$ cat src/rtl/rf_dump_if.sv
// rf_dump_if: groups every signal between rf_dump_ctrl, the CPU
// (sccomp) and the snapshot sink.
//
// Signals:
//   pc, instr           CPU program counter and the instruction at pc
//   cpu_run             CPU clock enable (1 = CPU may commit this cycle)
//   reg_sel, reg_data   register-file debug read port
//   dump_valid/ready    snapshot word stream handshake
//   dump_data/last      stream word and end-of-snapshot marker
//   done, timeout       sticky status flags
//   hi, lo              extra dumped registers (only with RF_DUMP_HILO_EN)
//
// Modports: master = the controller, slave = the CPU/sink side.
//
// Stream handshake: a word moves when dump_valid and dump_ready are both
// high at a rising clk edge. Once dump_valid rises it stays high, with
// dump_data and dump_last unchanged, until that transfer happens.
interface rf_dump_if;
  logic [31:0] pc;
  logic [31:0] instr;
  logic        cpu_run;
  logic [4:0]  reg_sel;
  logic [31:0] reg_data;
  logic        dump_valid;
  logic        dump_ready;
  logic [31:0] dump_data;
  logic        dump_last;
  logic        done;
  logic        timeout;
`ifdef RF_DUMP_HILO_EN
  logic [31:0] hi;
  logic [31:0] lo;
`endif

  modport master (
    input  pc, instr, reg_data, dump_ready,
`ifdef RF_DUMP_HILO_EN
    input  hi, lo,
`endif
    output cpu_run, reg_sel, dump_valid, dump_data, dump_last, done, timeout
  );

  modport slave (
    output pc, instr, reg_data, dump_ready,
`ifdef RF_DUMP_HILO_EN
    output hi, lo,
`endif
    input  cpu_run, reg_sel, dump_valid, dump_data, dump_last, done, timeout
  );
endinterface

$ cat src/rtl/rf_dump_ctrl.sv
// rf_dump_ctrl: end-of-run observer for the single-cycle CPU.
//
// While running, it counts the cycles in which the CPU commits. It stops
// the CPU when pc reaches BREAK_PC, and then streams a snapshot:
// pc, instr, r0..r(NREG-1). With RF_DUMP_HILO_EN the snapshot also
// carries hi and lo. If the cycle budget MAX_CYCLES runs out first, the
// block stops the CPU and sets timeout and done without sending a stream.
//
// Ports:
//   clk        system clock, rising edge
//   rst        asynchronous active-high reset
//   bus        rf_dump_if.master (CPU control, regfile port, stream, status)
//   dbg_state  current FSM state, for observation
//
// Optional build macro: RF_DUMP_HILO_EN adds hi/lo words after r(NREG-1).
module rf_dump_ctrl #(
  parameter logic [31:0] BREAK_PC   = 32'h0000_0048,
  parameter int unsigned MAX_CYCLES = 1000,
  parameter int unsigned NREG       = 32
) (
  input  logic            clk,
  input  logic            rst,
  rf_dump_if.master       bus,
  output logic [2:0]      dbg_state
);

  typedef enum logic [2:0] {
    RUN       = 3'd0,
    HDR_PC    = 3'd1,
    HDR_INSTR = 3'd2,
    SEL       = 3'd3,
    LOAD      = 3'd4,
    HI        = 3'd5,
    LO        = 3'd6,
    DONE      = 3'd7
  } state_t;

  localparam logic [4:0]  LAST_SEL = 5'(NREG - 1);
  localparam logic [31:0] MAX_W    = 32'(MAX_CYCLES);

  state_t      state_q, state_d;
  logic [31:0] cnt_q;
  logic [31:0] cap_instr_q;
  logic [31:0] data_q;
  logic        last_q;
  logic [4:0]  sel_q;
  logic        done_q;
  logic        timeout_q;

  logic hit;
  logic budget_exhausted;
  logic run;
  logic xfer;
  logic is_last_sel;

  assign hit              = (bus.pc == BREAK_PC);
  assign budget_exhausted = (MAX_CYCLES != 0) && (cnt_q == MAX_W);
  // The instruction at BREAK_PC is stopped in the same cycle it appears.
  assign run              = (state_q == RUN) && !hit && !budget_exhausted;
  assign xfer             = bus.dump_valid && bus.dump_ready;
  assign is_last_sel      = (sel_q == LAST_SEL);

  assign bus.cpu_run    = run;
  assign bus.reg_sel    = sel_q;
  assign bus.dump_last  = last_q;
  assign bus.done       = done_q;
  assign bus.timeout    = timeout_q;
  assign bus.dump_valid = (state_q == HDR_PC) || (state_q == HDR_INSTR) ||
                          (state_q == LOAD)   || (state_q == HI) ||
                          (state_q == LO);
  assign dbg_state      = state_q;

`ifdef RF_DUMP_HILO_EN
  // hi/lo go to the output straight from the port in a word's first valid
  // cycle. They are registered in that same cycle, so the word stays fixed
  // while the sink applies backpressure.
  logic hl_held_q;
  assign bus.dump_data = ((state_q == HI) && !hl_held_q) ? bus.hi :
                         ((state_q == LO) && !hl_held_q) ? bus.lo : data_q;
`else
  assign bus.dump_data = data_q;
`endif

  // Next-state logic
  always_comb begin
    state_d = state_q;
    case (state_q)
      RUN: begin
        if (hit)                   state_d = HDR_PC;
        else if (budget_exhausted) state_d = DONE;
      end
      HDR_PC:    if (xfer) state_d = HDR_INSTR;
      HDR_INSTR: if (xfer) state_d = SEL;
      SEL:       state_d = LOAD;
      LOAD: begin
        if (xfer) begin
          if (!is_last_sel) state_d = SEL;
`ifdef RF_DUMP_HILO_EN
          else              state_d = HI;
`else
          else              state_d = DONE;
`endif
        end
      end
      HI:      if (xfer) state_d = LO;
      LO:      if (xfer) state_d = DONE;
      DONE:    state_d = DONE;
      default: state_d = RUN;
    endcase
  end

  always_ff @(posedge clk or posedge rst) begin
    if (rst) state_q <= RUN;
    else     state_q <= state_d;
  end

  // Saturating count of the cycles in which the CPU committed
  always_ff @(posedge clk or posedge rst) begin
    if (rst)                           cnt_q <= '0;
    else if (run && (cnt_q != '1))     cnt_q <= cnt_q + 32'd1;
  end

  // Datapath: the capture registers, the stream word, reg_sel and the flags
  always_ff @(posedge clk or posedge rst) begin
    if (rst) begin
      cap_instr_q <= '0;
      data_q      <= '0;
      last_q      <= 1'b0;
      sel_q       <= '0;
      done_q      <= 1'b0;
      timeout_q   <= 1'b0;
`ifdef RF_DUMP_HILO_EN
      hl_held_q   <= 1'b0;
`endif
    end else begin
      case (state_q)
        RUN: begin
          if (hit) begin
            // data_q holds the captured pc as the first stream word.
            data_q      <= bus.pc;
            cap_instr_q <= bus.instr;
          end else if (budget_exhausted) begin
            timeout_q <= 1'b1;
            done_q    <= 1'b1;
          end
        end
        HDR_PC: begin
          if (xfer) data_q <= cap_instr_q;
        end
        HDR_INSTR: begin
          if (xfer) sel_q <= '0;
        end
        SEL: begin
          // r0 reads as zero whatever the register file returns.
          data_q <= (sel_q == '0) ? 32'h0 : bus.reg_data;
`ifdef RF_DUMP_HILO_EN
          last_q <= 1'b0;
`else
          last_q <= is_last_sel;
`endif
        end
        LOAD: begin
          if (xfer) begin
            last_q <= 1'b0;
            if (!is_last_sel) sel_q <= sel_q + 5'd1;
`ifndef RF_DUMP_HILO_EN
            else              done_q <= 1'b1;
`endif
          end
        end
`ifdef RF_DUMP_HILO_EN
        HI: begin
          if (xfer) begin
            hl_held_q <= 1'b0;
            last_q    <= 1'b1;
          end else if (!hl_held_q) begin
            data_q    <= bus.hi;
            hl_held_q <= 1'b1;
          end
        end
        LO: begin
          if (xfer) begin
            hl_held_q <= 1'b0;
            last_q    <= 1'b0;
            done_q    <= 1'b1;
          end else if (!hl_held_q) begin
            data_q    <= bus.lo;
            hl_held_q <= 1'b1;
          end
        end
`endif
        default: ;
      endcase
    end
  end

endmodule

$ cat src/flat_wrapper.sv
// flat-port wrapper written by rule: the top's interface ports become plain ports
module rf_dump_ctrl_flat 
#(
  parameter logic [31:0] BREAK_PC   = 32'h0000_0048,
  parameter int unsigned MAX_CYCLES = 1000,
  parameter int unsigned NREG       = 32
)
  (clk, rst, dbg_state, bus_pc, bus_instr, bus_reg_data, bus_dump_ready, bus_cpu_run, bus_reg_sel, bus_dump_valid, bus_dump_data, bus_dump_last, bus_done, bus_timeout);
  rf_dump_if bus_i ();
  input  logic clk;
  input  logic rst;
  output logic [2:0] dbg_state;
  input wire logic [$bits(bus_i.pc)-1:0] bus_pc;
  input wire logic [$bits(bus_i.instr)-1:0] bus_instr;
  input wire logic [$bits(bus_i.reg_data)-1:0] bus_reg_data;
  input wire logic [$bits(bus_i.dump_ready)-1:0] bus_dump_ready;
  output wire logic [$bits(bus_i.cpu_run)-1:0] bus_cpu_run;
  output wire logic [$bits(bus_i.reg_sel)-1:0] bus_reg_sel;
  output wire logic [$bits(bus_i.dump_valid)-1:0] bus_dump_valid;
  output wire logic [$bits(bus_i.dump_data)-1:0] bus_dump_data;
  output wire logic [$bits(bus_i.dump_last)-1:0] bus_dump_last;
  output wire logic [$bits(bus_i.done)-1:0] bus_done;
  output wire logic [$bits(bus_i.timeout)-1:0] bus_timeout;
  assign bus_i.pc = bus_pc;
  assign bus_i.instr = bus_instr;
  assign bus_i.reg_data = bus_reg_data;
  assign bus_i.dump_ready = bus_dump_ready;
  assign bus_cpu_run = bus_i.cpu_run;
  assign bus_reg_sel = bus_i.reg_sel;
  assign bus_dump_valid = bus_i.dump_valid;
  assign bus_dump_data = bus_i.dump_data;
  assign bus_dump_last = bus_i.dump_last;
  assign bus_done = bus_i.done;
  assign bus_timeout = bus_i.timeout;
  rf_dump_ctrl #(.BREAK_PC(BREAK_PC), .MAX_CYCLES(MAX_CYCLES), .NREG(NREG)) u_core (.clk(clk), .rst(rst), .bus(bus_i), .dbg_state(dbg_state));
endmodule
$ cat config.mk
export PLATFORM = sky130hd
export DESIGN_NAME = rf_dump_ctrl_flat
export DESIGN_NICKNAME = d
export VERILOG_FILES = /design/src/rtl/rf_dump_if.sv /design/src/rtl/rf_dump_ctrl.sv /design/src/flat_wrapper.sv
export SDC_FILE = /design/constraint.sdc
export NUM_CORES = 1
export LEC_CHECK = 0
export ABC_CLOCK_PERIOD_IN_PS = 7900
export BUFFER_PORTS_ARGS = -buffer_cell sky130_fd_sc_hd__buf_2
export CAP_MARGIN = 25
export CORE_MARGIN = 5
export CORE_UTILIZATION = 35
export DETAILED_ROUTE_END_ITERATION = 8
export MAX_ROUTING_LAYER = met4
export PLACE_DENSITY = 0.65
export SLEW_MARGIN = 40
export SYNTH_ARGS = -nofsm -noshare
export SYNTH_HDL_FRONTEND = slang
export SYNTH_SLANG_ARGS = --single-unit
$ cat constraint.sdc
create_clock -name clk -period 7.9 [get_ports clk]
set_input_delay 1.58 -clock clk [delete_from_list [all_inputs] [get_ports clk]]
set_output_delay 1.58 -clock clk [all_outputs]
set_load 0.005 [all_outputs]
# == After elaboration in Yosys (flattened, before gate mapping) ==
# Index checks and enable logic that the tools add are counted.
# totals
out_inout_bits,45
regBits,107
input_bits,99
wordCells,80
# classes
n_bitwise,1
reduce_logical,23
n_mux,24
eq_ne,22
add_sub_neg,2
# ops
cell,count
2-to-1 mux 32 bit,3
one-hot mux 32 bit (3 select lines),1
"adder 32 x 1 -> 32 bit, second input constant",1
"== test 32 x 10 -> 1 bit, second input constant",1
"== test 32 x 7 -> 1 bit, second input constant",1
"inequality test 32 bit, second input constant",1
2-to-1 mux 3 bit,8
one-hot mux 3 bit (8 select lines),1
"inequality test 2 x 1 -> 1 bit, second input constant",8
2-to-1 mux 5 bit,3
"== test 3 bit, second input constant",4
one-hot mux 5 bit (2 select lines),1
"== test 3 x 2 -> 1 bit, second input constant",2
AND reduction 3 bit,2
AND reduction 6 bit,1
nonzero test 2 bit,3
"adder 5 x 1 -> 5 bit, second input constant",1
"== test 5 bit, second input constant",1
zero test 5 bit,1
2-to-1 mux 1 bit,5
AND reduction 5 bit,1
logical AND 1 bit,4
logical OR 1 bit,4
"inequality test 2 bit, second input constant",2
9 further kinds,12

# == Longest topological paths before layout ==
# Gate-level depths: netlist of the first run.
# depth
word_depth,8
ltp_mapped,9
depth_no_buf,9

# == Worst setup path before layout of the first run ==
# OpenSTA, ideal clock, no wires.
# synth_path
kind,input to output
startpoint,in bus_pc[9]
endpoint,out bus_cpu_run
path_slack_ns,3.989
t_arrival_ns,2.331
required_ns,6.320
path_stages,4
n_path_buf,0
path_cell_list,nor4_1 -> nand4_1 -> o21ai_0 -> nor2_1
# synth_via
elab_chain_len,4
# synth_lines
element,line,text
from (decl),flat_wrapper.sv:13,input wire logic [$bits(bus_i.pc)-1:0] bus_pc;
== test 32 x 7 -> 1 bit,rf_dump_ctrl.sv:56,assign hit = (bus.pc == BREAK_PC);
zero test 1 bit,rf_dump_ctrl.sv:59,assign run = (state_q == RUN) && !hit && !budget_exhausted;
logical AND 1 bit (2 in series),rf_dump_ctrl.sv:59,
to (decl),flat_wrapper.sv:17,output wire logic [$bits(bus_i.cpu_run)-1:0] bus_cpu_run;
# No other way between the ends.

# == Final worst setup path of the first run ==
# layout_path
startpoint,in bus_pc[4]
endpoint,out bus_cpu_run
# Same word-level chain as after synthesis.

==> metrics.md, run 1 <==
| Metric | Value |
|---|---|
| Max_cap viols | `0` |
| Via Count | `roughly 4500` |
| Static Leak | `roughly 0.003 µW` |
| Worst EP required | `6.32 ns` |
| Drt total wl | `14700 µm` |
| Crit path time final | `~4.7 ns` |
| Post-route DRC | `0` |
| # clock sinks | `107` |
| Netlist cell types | `42` |
| CP top delay family | `simple AND/OR/NAND/NOR gates` |
| Critical path startpoint | `bus_pc[4]` |
| Vias per cell | `5.09` |
| Final Wtd Congestion | `0.879` |
| Slowest cell on crit path | `nor4_1` |
| Crit. path cell count | `6` |
| Antenna Nets Post-Route | `0` |
| Clock latency on the worst-skew pair | `0.35 ns` |
| Layout cells sized above 1 | `a little over a third` |
| Setup TNS | `0 ns` |
| Reg2reg path depth | `6` |
| Status | `finished clean` |
| Endpoints failing setup | `0` |
| #FFs+latches synth | `107` |
| Crit path arrival time | `about 3.1 ns` |
| 1st-iter DRT viols | `~250` |
| Slew margin rel. | `45.0%` |
| Die X | `approximately 140 µm` |
| Fin. Hold Viols | `0` |
| Sequential area share after synthesis | `approximately half` |
| Cell Area, Synth | `0.00548 mm²` |
| CTS clk-pin slew, worst paths | `0.07 ns` |
| I/O Buffers | `approximately 140` |
| Post-DR wirelength/cell | `16.7 µm` |
| Chip height | `135 µm` |
| CP startpoint kind | `primary input` |
| Maximum VDD drop | `approximately 0.15 mV` |
| Crit-path cells | `buf_2 -> nor4_1 -> nand4_1 -> o21ai_0 -> nor2_1 -> buf_2` |
| Cell taking the most area after synthesis | `dfrtp_1` |
| Placed inst area | `about 0.0064 mm²` |
| Pwr Density | `233 mW/mm²` |
| H-Tree Depth | `3` |
| CTS max path bufs | `2` |
| Clock root buffer | `clkbuf_16` |
| CP Max Fanout | `4` |
| Final Core Density | `between 40 and 50%` |
| Worst hold start | `u_core.bus.done` |
| Hold Crit Depth | `1` |
| Share of flip-flops with an asynchronous set or reset | `100%` |
| Largest net degree at the start of global routing | `75` |
| Initial antenna violation count | `1` |
| Top cells by area, synth | `dfrtp_1 49%, mux2_2 12%, xnor2_1 5.1%` |
| Least-Margin Pin Slew | `0.817 ns` |
| Synth Area per Inst | `10.3 µm²` |
| Area growth, synth to finish | `22.1%` |
| Final #Nets | `764` |
| I/O pin cnt | `roughly 140` |
| Crit path buf inv count | `2` |
| Postcts setup bufs | `0` |
| CTS Buf Count | `9` |
| Filler Cell Count | `between 1000 and 1500` |
| First-pass GRT wire length | `23200 µm` |
| Number of synthesized flops with an enable pin | `0` |
| Final setup skew | `just over 0.01 ns` |
| Post-CTS Hold Buffers | `0` |
| Post-synth top area share | `48.9%` |
| Worst min path class | `reg -> reg` |
| Smallest hold slack | `0.476 ns` |
| CTS tree | `done` |
| Total Routing Usage GR | `16.4%` |
| Initial Utilization | `35.9%` |
| Vias in the first global route | `4451` |
| Fmax | `~0.21 GHz` |
| Most used cell, CP | `buf_2` |
| Slew Limit Fails | `0` |
| Rows | `45` |
| Final period util | `58.9%` |
| Most common flop cell mapped by yosys | `dfrtp_1` |
| Post-DP HPWL | `11100 µm` |
| Die ar. | `0.0182 mm²` |
| Final instance area | `0.00669 mm²` |
| Critical R2R Launch | `u_core.cnt_q[15]` |
| Drt pass-1 iters | `6` |
| Crit end category | `output pin` |
| Max stage delay on crit path | `roughly 0.52 ns` |
| Cells resized by post-CTS repair | `0` |
| Cell count after synthesis | `530` |
| Core area | `0.0153 mm²` |
| RSZ-0062 raised after global routing | `false` |
| GRT overflow | `0` |
| Synthesis Warnings | `0` |
| Syn_nets | `634` |
| Crit Path Class | `in -> out` |
[metal layers]
metal  vias up  track usage (%)  share of wire [%]
li1       2134                -                  -
met1      2147             21.0                 44
met2       163             25.8                 45
met3        19             4.21                8.8
met4         0             5.21                2.0
met5         -                -                  0
[where the power goes]
group / total, µW / leakage (µW) / switching, µW / internal (µW)
Combinational: 362 / 0.00150 / 176 / 186
Clock: 457 / 0.000141 / 207 / 249
Sequential: 737 / 0.00141 / 86.0 / 651
[sequential cells by signal, summed over array words and instances (netlist names)]
signal / count
u_core.bus.done: 1
u_core.bus.dump_data: 32
u_core.bus.dump_last: 1
u_core.bus.reg_sel: 5
u_core.bus.timeout: 1
u_core.cap_instr_q: 32
u_core.cnt_q: 32
u_core.dbg_state: 3
[synthesized netlist by cell type (2+ instances only)]
cell type / n
mux2_1: 7
nor3_1: 7
nand2_1: 56
or4_1: 3
nor2b_1: 34
nand4_1: 21
buf_6: 5
clkbuf_1: 21
xnor2_1: 32
nor2_1: 15
nor4_1: 14
o21ai_0: 39
nor4b_1: 3
a22o_1: 2
mux2_2: 58
or3_1: 3
nand3_1: 15
nand4b_1: 2
dfrtp_1: 107
ha_1: 5
and3_1: 8
nand3b_1: 2
a21oi_1: 40
buf_2: 4
inv_1: 9
nand2b_1: 2
[logic make-up after synthesis]
kind of cell / after synthesis / synth area share (%)
muxes: 65 / 13.4
adders and majority gates: 5 / 1.14
DFF: 107 / 48.9
AOI/OAI and AO/OA: 88 / 8.75
buffers and inverters: 39 / 3.45
xor gates and xnor gates: 32 / 5.12
and+or+nand+nor: 194 / 19.3
[layout make-up]
type	instances	area, µm²	area share, %
Clock buffer	10	229	3.43
Multi-Input combinational cell	384	2630	39.3
Tap cell	211	264	3.95
Timing Repair Buffer	149	772	11.5
Inverter	9	36.3	0.543
Sequential cell	107	2680	40.1
Clock inverter	6	73.8	1.10
Antenna cell	1	2.50	0.0374
[worst reg2reg max path, stage by stage, from the launching register on]
cell       delay, ns
dfrtp_1         0.42
or4_1           0.54
or4_4           0.51
nor3_4          0.25
nand2b_2        0.10
a2111oi_2       0.44
or2_1           0.16
[layout by cell type (no fill, tap or decap), types with 2 or more instances in the layout]
cell type | netlist | layout
o21ai_0 | 39 | 39
buf_4 | 0 | 4
buf_2 | 4 | 143
ha_1 | 5 | 5
or3_1 | 3 | 3
nor2_1 | 15 | 15
a22o_1 | 2 | 2
xnor2_1 | 32 | 32
mux2_1 | 7 | 7
nand2_1 | 56 | 56
nand3_1 | 15 | 15
a21oi_1 | 40 | 40
inv_1 | 9 | 8
nand3b_1 | 2 | 2
and3_1 | 8 | 8
clkbuf_16 | 0 | 9
nand4b_1 | 2 | 2
nor2b_1 | 34 | 33
mux2_2 | 58 | 58
dfrtp_1 | 107 | 107
nor3_1 | 7 | 7
nor4b_1 | 3 | 3
clkinvlp_4 | 0 | 2
nor4_1 | 14 | 14
or4_1 | 3 | 3
nand4_1 | 21 | 21
clkinv_4 | 0 | 2
[worst paths after layout]
check	end	slack, ns
worst max-delay path	bus_cpu_run	3.25
worst min-delay path	u_core.bus.done	0.48
worst max register to register	u_core.bus.done	5.43
worst min register to register	u_core.bus.done	0.48
max in group asynchronous	u_core.bus.reg_sel[0]	5.65
min in group asynchronous	u_core.bus.dump_data[4]	1.25
[per-stage QoR]
step / cells / worst slack [ns] / power (µW)
after detailed placement: 860 / 3.16 / 1120
after global placement: 859 / 3.24 / 1100
after CTS: 876 / 3.15 / 1580
final: 877 / 3.25 / 1560
after global routing: 877 / 3.05 / 1650
after floorplan: 530 / 3.50 / 922
Power figures use the tool's default switching activity.
==> inputs of run 2 (changes only) <==
--- a/config.mk
+++ b/config.mk
@@ -5,14 +5,14 @@
 export SDC_FILE = /design/constraint.sdc
 export NUM_CORES = 1
 export LEC_CHECK = 0
-export ABC_CLOCK_PERIOD_IN_PS = 7900
+export ABC_CLOCK_PERIOD_IN_PS = 4050
 export BUFFER_PORTS_ARGS = -buffer_cell sky130_fd_sc_hd__buf_2
 export CAP_MARGIN = 25
 export CORE_MARGIN = 5
 export CORE_UTILIZATION = 35
 export DETAILED_ROUTE_END_ITERATION = 8
 export MAX_ROUTING_LAYER = met4
-export PLACE_DENSITY = 0.65
+export PLACE_DENSITY = 0.67
 export SLEW_MARGIN = 40
 export SYNTH_ARGS = -nofsm -noshare
 export SYNTH_HDL_FRONTEND = slang
==> constraint.sdc (replaced) <==
create_clock -name clk -period 4.05 [get_ports clk]
set_input_delay 0.81 -clock clk [delete_from_list [all_inputs] [get_ports clk]]
set_output_delay 0.81 -clock clk [all_outputs]
set_load 0.005 [all_outputs]
==> metrics.md, run 2 (synthesized netlist as in run 1, its figures left out) <==
| Metric | Value |
|---|---|
| Status | `finished clean (unchanged)` |
| Postcts setup bufs | `0 (unchanged)` |
| Reg2reg path depth | `6 (unchanged)` |
| Sw Ratio | `31.4% (was 30.1%)` |
| I/O pin cnt | `144 (unchanged)` |
| Rows | `45 (unchanged)` |
| Placed inst area | `0.00640 mm² (was 0.00638 mm²)` |
| Drt pass-1 iters | `4 (was 6)` |
| Clock latency on the worst-skew pair | `0.35 ns (about the same)` |
| Clock root buffer | `clkbuf_16 (unchanged)` |
| Layout cells sized above 1 | `35.7% (was 35.2%)` |
| Least-Margin Pin Slew | `0.700 ns (was 0.817 ns)` |
| GRT overflow | `0 (unchanged)` |
| Max stage delay on crit path | `0.53 ns (was 0.52 ns)` |
| Area growth, synth to finish | `22.3% (was 22.1%)` |
| Gate power share | `23.3% (about the same)` |
| Total Routing Usage GR | `16.8% (was 16.4%)` |
| Final setup skew | `0.0123 ns (was 0.0101 ns)` |
| CTS Buf Count | `9 (unchanged)` |
| Final Wtd Congestion | `0.845 (was 0.879)` |
| Reg-to-Reg End | `u_core.bus.done (unchanged)` |
| Die ar. | `0.0182 mm² (unchanged)` |
| CP Max Fanout | `4 (unchanged)` |
| Filler Cell Count | `1487 (was 1412)` |
| Final period util | `81.0%` |
| Post-route DRC | `0 (unchanged)` |
| CTS tree | `done (unchanged)` |
| First-pass GRT wire length | `23500 µm (was 23200 µm)` |
| Crit end category | `output pin (unchanged)` |
| Setup TNS | `0 ns (unchanged)` |
| Clock power frac | `29.0% (was 29.4%)` |
| Commonest non-fill, non-tap cell in the layout | `buf_2 (unchanged)` |
| Sink of the worst hold path | `u_core.bus.done (unchanged)` |
| Slowest cell on crit path | `nor4_1 (unchanged)` |
| Internal | `2070 µW (was 1090 µW)` |
| # clock sinks | `107 (unchanged)` |
| Most frequent cells in the layout | `143 x buf_2, 106 x dfrtp_1, 58 x mux2_2 (was 143 x buf_2, 107 x dfrtp_1, 58 x mux2_2)` |
| CP startpoint kind | `primary input (unchanged)` |
| Antenna Nets Post-Route | `0 (unchanged)` |
| Critical R2R Launch | `u_core.cnt_q[16] (was u_core.cnt_q[15])` |
| Area of the multi-input gates | `0.00263 mm² (about the same)` |
| Static Leak | `0.00305 µW (about the same)` |
| CTS clk-pin slew, worst paths | `0.08 ns (was 0.07 ns)` |
| Hold Crit Depth | `1 (unchanged)` |
| Crit-path cells | `buf_2 -> nor4_1 -> nand4_1 -> o21ai_0 -> nor2_1 -> buf_2 (unchanged)` |
| Crit path time final | `~3.3 ns` |
| H-Tree Depth | `3 (unchanged)` |
| Post-CTS Hold Buffers | `0 (unchanged)` |
| Endpoints failing setup | `0 (unchanged)` |
| Slew Limit Fails | `0 (unchanged)` |
| I/O Buffers | `143 (unchanged)` |
| Final instance area | `0.00670 mm² (was 0.00669 mm²)` |
| Worst EP required | `3.24 ns (was 6.32 ns)` |
| Pwr Density | `450 mW/mm² (was 233 mW/mm²)` |
| Vias per cell | `5.00 (was 5.09)` |
| Flop pwr share | `47.7% (was 47.4%)` |
| Crit Path Class | `in -> out (unchanged)` |
| Most used cell, CP | `buf_2 (unchanged)` |
| Sw power | `946 µW (was 469 µW)` |
| Crit path buf inv count | `2 (unchanged)` |
| Final #Nets | `765 (was 764)` |
| RSZ-0062 raised after global routing | `false (unchanged)` |
| Slew margin rel. | `53.1% (was 45.0%)` |
| Post-DR wirelength/cell | `16.9 µm (was 16.7 µm)` |
| Die X | `135 µm (unchanged)` |
| CTS max path bufs | `2 (unchanged)` |
| Maximum VDD drop | `0.199 mV (was 0.150 mV)` |
| Chip height | `135 µm (unchanged)` |
| Vias in the first global route | `4335 (was 4451)` |
| CP top delay family | `simple AND/OR/NAND/NOR gates (unchanged)` |
| Initial Utilization | `35.9% (unchanged)` |
| Drt total wl | `14800 µm (was 14700 µm)` |
| R2R Setup Slk | `1.45 ns (was 5.43 ns)` |
| Worst min path class | `reg -> reg (unchanged)` |
| 1st-iter DRT viols | `357 (was 253)` |
| Via Count | `4387 (was 4463)` |
| Core area | `0.0153 mm² (unchanged)` |
| Initial antenna violation count | `1 (unchanged)` |
| Cells resized by post-CTS repair | `0 (unchanged)` |
| Fin. Hold Viols | `0 (unchanged)` |
| Post-DP HPWL | `11100 µm (about the same)` |
| Largest net degree at the start of global routing | `108 (was 75)` |
| Fmax | `around 0.3 GHz` |
| Worst hold start | `u_core.bus.done (unchanged)` |
| Register area | `0.00268 mm² (about the same)` |
| Max_cap viols | `0 (unchanged)` |
| Crit path arrival time | `2.47 ns (was 3.07 ns)` |
[run 2: power groups by stage]
stage	clock network, µW	logic, µW	registers, µW
CTS	907	716	1440
global placement	0	704	1450
global route	952	785	1470
detailed placement	0	713	1460
finish	876	702	1440
floorplan	0	367	1430
[run 2: worst register-to-register path, cell delays in order, from the launching register on]
cell,delay [ns]
dfrtp_1,0.44
or4_1,0.55
or4_4,0.51
nor3_4,0.26
nand2b_2,0.09
a2111oi_2,0.53
or2_1,0.17
[run 2: worst max path at each step]
stage / startpoint / to / slack (ns) / depth (start not counted)
finish: bus_pc[9] / bus_cpu_run / 0.77 / 6
global route: bus_pc[9] / bus_cpu_run / 0.68 / 6
CTS: bus_pc[9] / bus_cpu_run / 0.73 / 6
detailed placement: bus_pc[9] / u_core.bus.dump_data[20] / 0.63 / 8
global placement: bus_pc[9] / u_core.bus.dump_data[3] / 0.62 / 8
floorplan: rst / u_core.bus.done / 0.42 / 1
[run 2: layout make-up]
cell class | instances | share of cell area, %
clock inverters | 7 | 1.01
inverters | 9 | 0.542
clock buffers | 9 | 3.36
well taps | 211 | 3.94
diodes | 1 | 0.0374
flip-flops and latches | 107 | 40.0
repair buffers | 150 | 11.8
multi-input cells | 384 | 39.3
[run 2: stage by stage]
step | hold slack, ns | utilization (%) | worst slack, ns | instances | power (µW)
2_1_floorplan | 0.438 | - | 0.423 | 530 | 1800
3_3_place_gp | 0.457 | 41.9 | 0.621 | 861 | 2160
3_5_place_dp | 0.447 | 41.9 | 0.626 | 861 | 2170
4_1_cts | 0.469 | 43.8 | 0.729 | 877 | 3060
5_1_grt | 0.483 | 43.9 | 0.685 | 878 | 3210
6_report | 0.468 | 43.9 | 0.771 | 878 | 3020
[run 2: layer usage]
layer / vias to the layer above / routed length, µm / track usage (%)
met2: 155 / 6780 / 26.0
met5: - / 0 / -
li1: 2139 / - / -
met3: 19 / 1190 / 4.51
met4: 0 / 367 / 5.32
met1: 2074 / 6480 / 21.7
==> inputs of run 3 (changes only) <==
--- a/config.mk
+++ b/config.mk
@@ -5,14 +5,15 @@
 export SDC_FILE = /design/constraint.sdc
 export NUM_CORES = 1
 export LEC_CHECK = 0
-export ABC_CLOCK_PERIOD_IN_PS = 4050
+export ABC_AREA = 1
+export ABC_CLOCK_PERIOD_IN_PS = 2800
 export BUFFER_PORTS_ARGS = -buffer_cell sky130_fd_sc_hd__buf_2
 export CAP_MARGIN = 25
 export CORE_MARGIN = 5
 export CORE_UTILIZATION = 35
 export DETAILED_ROUTE_END_ITERATION = 8
 export MAX_ROUTING_LAYER = met4
-export PLACE_DENSITY = 0.67
+export PLACE_DENSITY = 0.66
 export SLEW_MARGIN = 40
 export SYNTH_ARGS = -nofsm -noshare
 export SYNTH_HDL_FRONTEND = slang
==> constraint.sdc (replaced) <==
create_clock -name clk -period 2.8 [get_ports clk]
set_input_delay 0.56 -clock clk [delete_from_list [all_inputs] [get_ports clk]]
set_output_delay 0.56 -clock clk [all_outputs]
set_load 0.005 [all_outputs]
==> metrics.md, run 3 <==
| Metric | Value |
|---|---|
| Crit-path cells | `inv_1 -> ha_1 -> inv_1 -> nor3_1 -> nand2_1 -> nor2_1 -> nand2_1 -> inv_1 -> nor2_2 -> buf_2 (was buf_2 -> nor4_1 -> nand4_1 -> o21ai_0 -> nor2_1 -> buf_2)` |
| Endpoints failing setup | `0 (unchanged)` |
| Postcts setup bufs | `0 (unchanged)` |
| Area growth, synth to finish | `19.2% (was 22.3%)` |
| Core area | `0.0180 mm² (was 0.0153 mm²)` |
| First-pass GRT wire length | `33400 µm (was 23500 µm)` |
| CTS clk-pin slew, worst paths | `0.07 ns (was 0.08 ns)` |
| Post-DR wirelength/cell | `15.3 µm (was 16.9 µm)` |
| RSZ-0062 raised after global routing | `false (unchanged)` |
| Commonest cells post-synth | `416 x nand2_1, 112 x nand3_1, 111 x nor2_1 (was 107 x dfrtp_1, 58 x mux2_2, 56 x nand2_1)` |
| Final period util | `87.1%` |
| Vias per cell | `4.92 (was 5.00)` |
| CP top delay family | `flip-flops (was simple AND/OR/NAND/NOR gates)` |
| Slowest cell on crit path | `dfrtp_1 (was nor4_1)` |
| Die ar. | `0.0212 mm² (was 0.0182 mm²)` |
| Die X | `146 µm (was 135 µm)` |
| Cell taking the most area after synthesis | `dfrtp_1 (unchanged)` |
| Max_cap viols | `0 (unchanged)` |
| Count leader, synth | `nand2_1 (was dfrtp_1)` |
| Synth Area per Inst | `6.67 µm² (was 10.3 µm²)` |
| Reg2reg path depth | `10 (was 6)` |
| CTS max path bufs | `2 (unchanged)` |
| Smallest hold slack | `0.376 ns (was 0.468 ns)` |
| Max stage delay on crit path | `0.47 ns (was 0.53 ns)` |
| Chip height | `146 µm (was 135 µm)` |
| I/O pin cnt | `144 (unchanged)` |
| Clock power frac | `21.1% (was 29.0%)` |
| Fmax | `approximately 0.41 GHz` |
| #FFs+latches synth | `107 (unchanged)` |
| Crit path time final | `2.44 ns` |
| Cells resized by post-CTS repair | `0 (unchanged)` |
| Status | `finished clean (unchanged)` |
| Commonest non-fill, non-tap cell in the layout | `nand2_1 (was buf_2)` |
| Initial Utilization | `35.8% (was 35.9%)` |
| Internal | `3300 µW (was 2070 µW)` |
| Worst min path class | `in -> async (was reg -> reg)` |
| Maximum VDD drop | `0.515 mV (was 0.199 mV)` |
| Initial antenna violation count | `5 (was 1)` |
| Pwr Density | `758 mW/mm² (was 450 mW/mm²)` |
| Crit Path Class | `reg -> out (was in -> out)` |
| Least-Margin Pin Slew | `0.581 ns (was 0.700 ns)` |
| Largest net degree at the start of global routing | `108 (unchanged)` |
| Slew margin rel. | `61.3% (was 53.1%)` |
| Most common flop cell mapped by yosys | `dfrtp_1 (unchanged)` |
| Drt pass-1 iters | `5 (was 4)` |
| Clock latency on the worst-skew pair | `0.35 ns (about the same)` |
| H-Tree Depth | `3 (unchanged)` |
| I/O Buffers | `143 (unchanged)` |
| Post-synth top area share | `41.5% (was 48.9%)` |
| Via Count | `6554 (was 4387)` |
| Cell count after synthesis | `967 (was 530)` |
| Sw Ratio | `43.4% (was 31.4%)` |
| Clock root buffer | `clkbuf_16 (unchanged)` |
| Drt total wl | `20400 µm (was 14800 µm)` |
| Cell Area, Synth | `0.00645 mm² (was 0.00548 mm²)` |
| 1st-iter DRT viols | `521 (was 357)` |
| Setup TNS | `0 ns (unchanged)` |
| Critical R2R Launch | `u_core.cnt_q[0] (was u_core.cnt_q[16])` |
| Filler Cell Count | `1917 (was 1487)` |
| Area of the multi-input gates | `0.00330 mm² (was 0.00263 mm²)` |
| Antenna Nets Post-Route | `0 (unchanged)` |
| Post-CTS Hold Buffers | `0 (unchanged)` |
| Top cells by area, synth | `dfrtp_1 42%, nand2_1 24%, nand3_1 8.7% (was dfrtp_1 49%, mux2_2 12%, xnor2_1 5.1%)` |
| CP startpoint kind | `flip-flop (was primary input)` |
| Most used cell, CP | `inv_1 (was buf_2)` |
| Vias in the first global route | `6307 (was 4335)` |
| Register area | `0.00268 mm² (about the same)` |
| Post-route DRC | `0 (unchanged)` |
| Gate power share | `42.9% (was 23.3%)` |
| Crit path buf inv count | `4 (was 2)` |
| Sw power | `2520 µW (was 946 µW)` |
| Total Routing Usage GR | `19.7% (was 16.8%)` |
| GRT overflow | `0 (unchanged)` |
| CP Max Fanout | `6 (was 4)` |
| Post-DP HPWL | `15600 µm (was 11100 µm)` |
| Syn_nets | `1071 (was 634)` |
| Flop pwr share | `36.0% (was 47.7%)` |
| Fin. Hold Viols | `0 (unchanged)` |
| # clock sinks | `107 (unchanged)` |
| Synthesis Warnings | `0 (unchanged)` |
| Critical path startpoint | `u_core.cnt_q[0] (was bus_pc[9])` |
| Final setup skew | `0.00775 ns (was 0.0123 ns)` |
| Crit path arrival time | `1.88 ns (was 2.47 ns)` |
| Number of synthesized flops with an enable pin | `0 (unchanged)` |
| Share of flip-flops with an asynchronous set or reset | `100% (unchanged)` |
| Netlist cell types | `29 (was 42)` |
| Slew Limit Fails | `0 (unchanged)` |
| Final Wtd Congestion | `0.932 (was 0.845)` |
| Reg-to-Reg End | `u_core.cnt_q[21] (was u_core.bus.done)` |
| Static Leak | `0.00405 µW (was 0.00305 µW)` |
| Final #Nets | `1198 (was 765)` |
| Worst EP required | `2.24 ns (was 3.24 ns)` |
| Sequential area share after synthesis | `41.5% (was 48.9%)` |
| Crit end category | `output pin (unchanged)` |
| Most frequent cells in the layout | `416 x nand2_1, 143 x buf_2, 112 x nand3_1 (was 143 x buf_2, 106 x dfrtp_1, 58 x mux2_2)` |
| CTS tree | `done (unchanged)` |
| Layout cells sized above 1 | `17.2% (was 35.7%)` |
| CTS Buf Count | `9 (unchanged)` |
| R2R Setup Slk | `0.55 ns (was 1.45 ns)` |
| Rows | `49 (was 45)` |
-- run 3: cell count changes in the layout (fill, tap and decap cells not counted), moves of 34 or more --
cell and change:
nand2_1 +360, nand3_1 +97, nor2_1 +96, inv_1 +61, mux2_2 -58, a21oi_1 -34
-- run 3: power by group through the flow --
stage,registers (µW),logic [µW],clock network (µW)
final,2100,2500,1230
after global routing,2130,2810,1330
after CTS,2090,2510,1260
after detailed placement,2120,2510,0
after global placement,2110,2480,0
after floorplan,2080,1670,0
-- run 3: worst max path at each step --
stage / to / slack [ns] / depth (start not counted)
floorplan: bus_cpu_run / 0.85 / 10
global placement: u_core.bus.dump_data[0] / 0.49 / 12
detailed placement: u_core.cap_instr_q[16] / 0.47 / 10
CTS: bus_cpu_run / 0.32 / 10
global route: bus_cpu_run / 0.25 / 10
finish: bus_cpu_run / 0.36 / 10
-- run 3: through the flow --
step | total power (µW) | instance area [µm²] | worst slack, ns | util, % | cells
floorplan | 3740 | 6450 | 0.850 | - | 967
global placement | 4600 | 7390 | 0.488 | 41.0 | 1312
detailed placement | 4620 | 7390 | 0.467 | 41.0 | 1312
CTS | 5860 | 7670 | 0.320 | 42.6 | 1328
global route | 6270 | 7680 | 0.251 | 42.6 | 1333
finish | 5820 | 7680 | 0.361 | 42.6 | 1333
-- run 3: cells by family after synthesis --
family,synth area share [%]
buffers and inverters,7.41
and+or+nand+nor,43.9
AOI/OAI and AO/OA,5.20
DFF,41.5
xor gates and xnor gates,0.951
adders and majority gates,0.970
-- run 3: final cells by class --
| class | instances | area share [%] |
|---|---|---|
| Multi-Input combinational cell | 747 | 42.9 |
| Sequential cell | 107 | 34.8 |
| Timing Repair Buffer | 157 | 11.2 |
| Tap cell | 229 | 3.73 |
| Inverter | 72 | 3.57 |
| Clock buffer | 9 | 2.93 |
| Clock inverter | 7 | 0.668 |
| Antenna cell | 5 | 0.163 |
-- run 3: worst reg2reg max path, stage by stage, from the launching register on --
cell      delay [ns]
dfrtp_1         0.47
ha_1            0.25
inv_1           0.10
nor2_4          0.20
nand2_4         0.12
nor2_4          0.16
nand3b_4        0.30
nand3_2         0.23
buf_12          0.20
nand2_1         0.08
nand2_1         0.08
-- run 3: layer usage --
metal  track usage, %  routed length [µm]  share of wire, %
met1             28.4                9870                48
met2             27.7                8680                42
met3             4.73                1590               7.8
met4             4.85                 294               1.4
met5                -                   0                 0
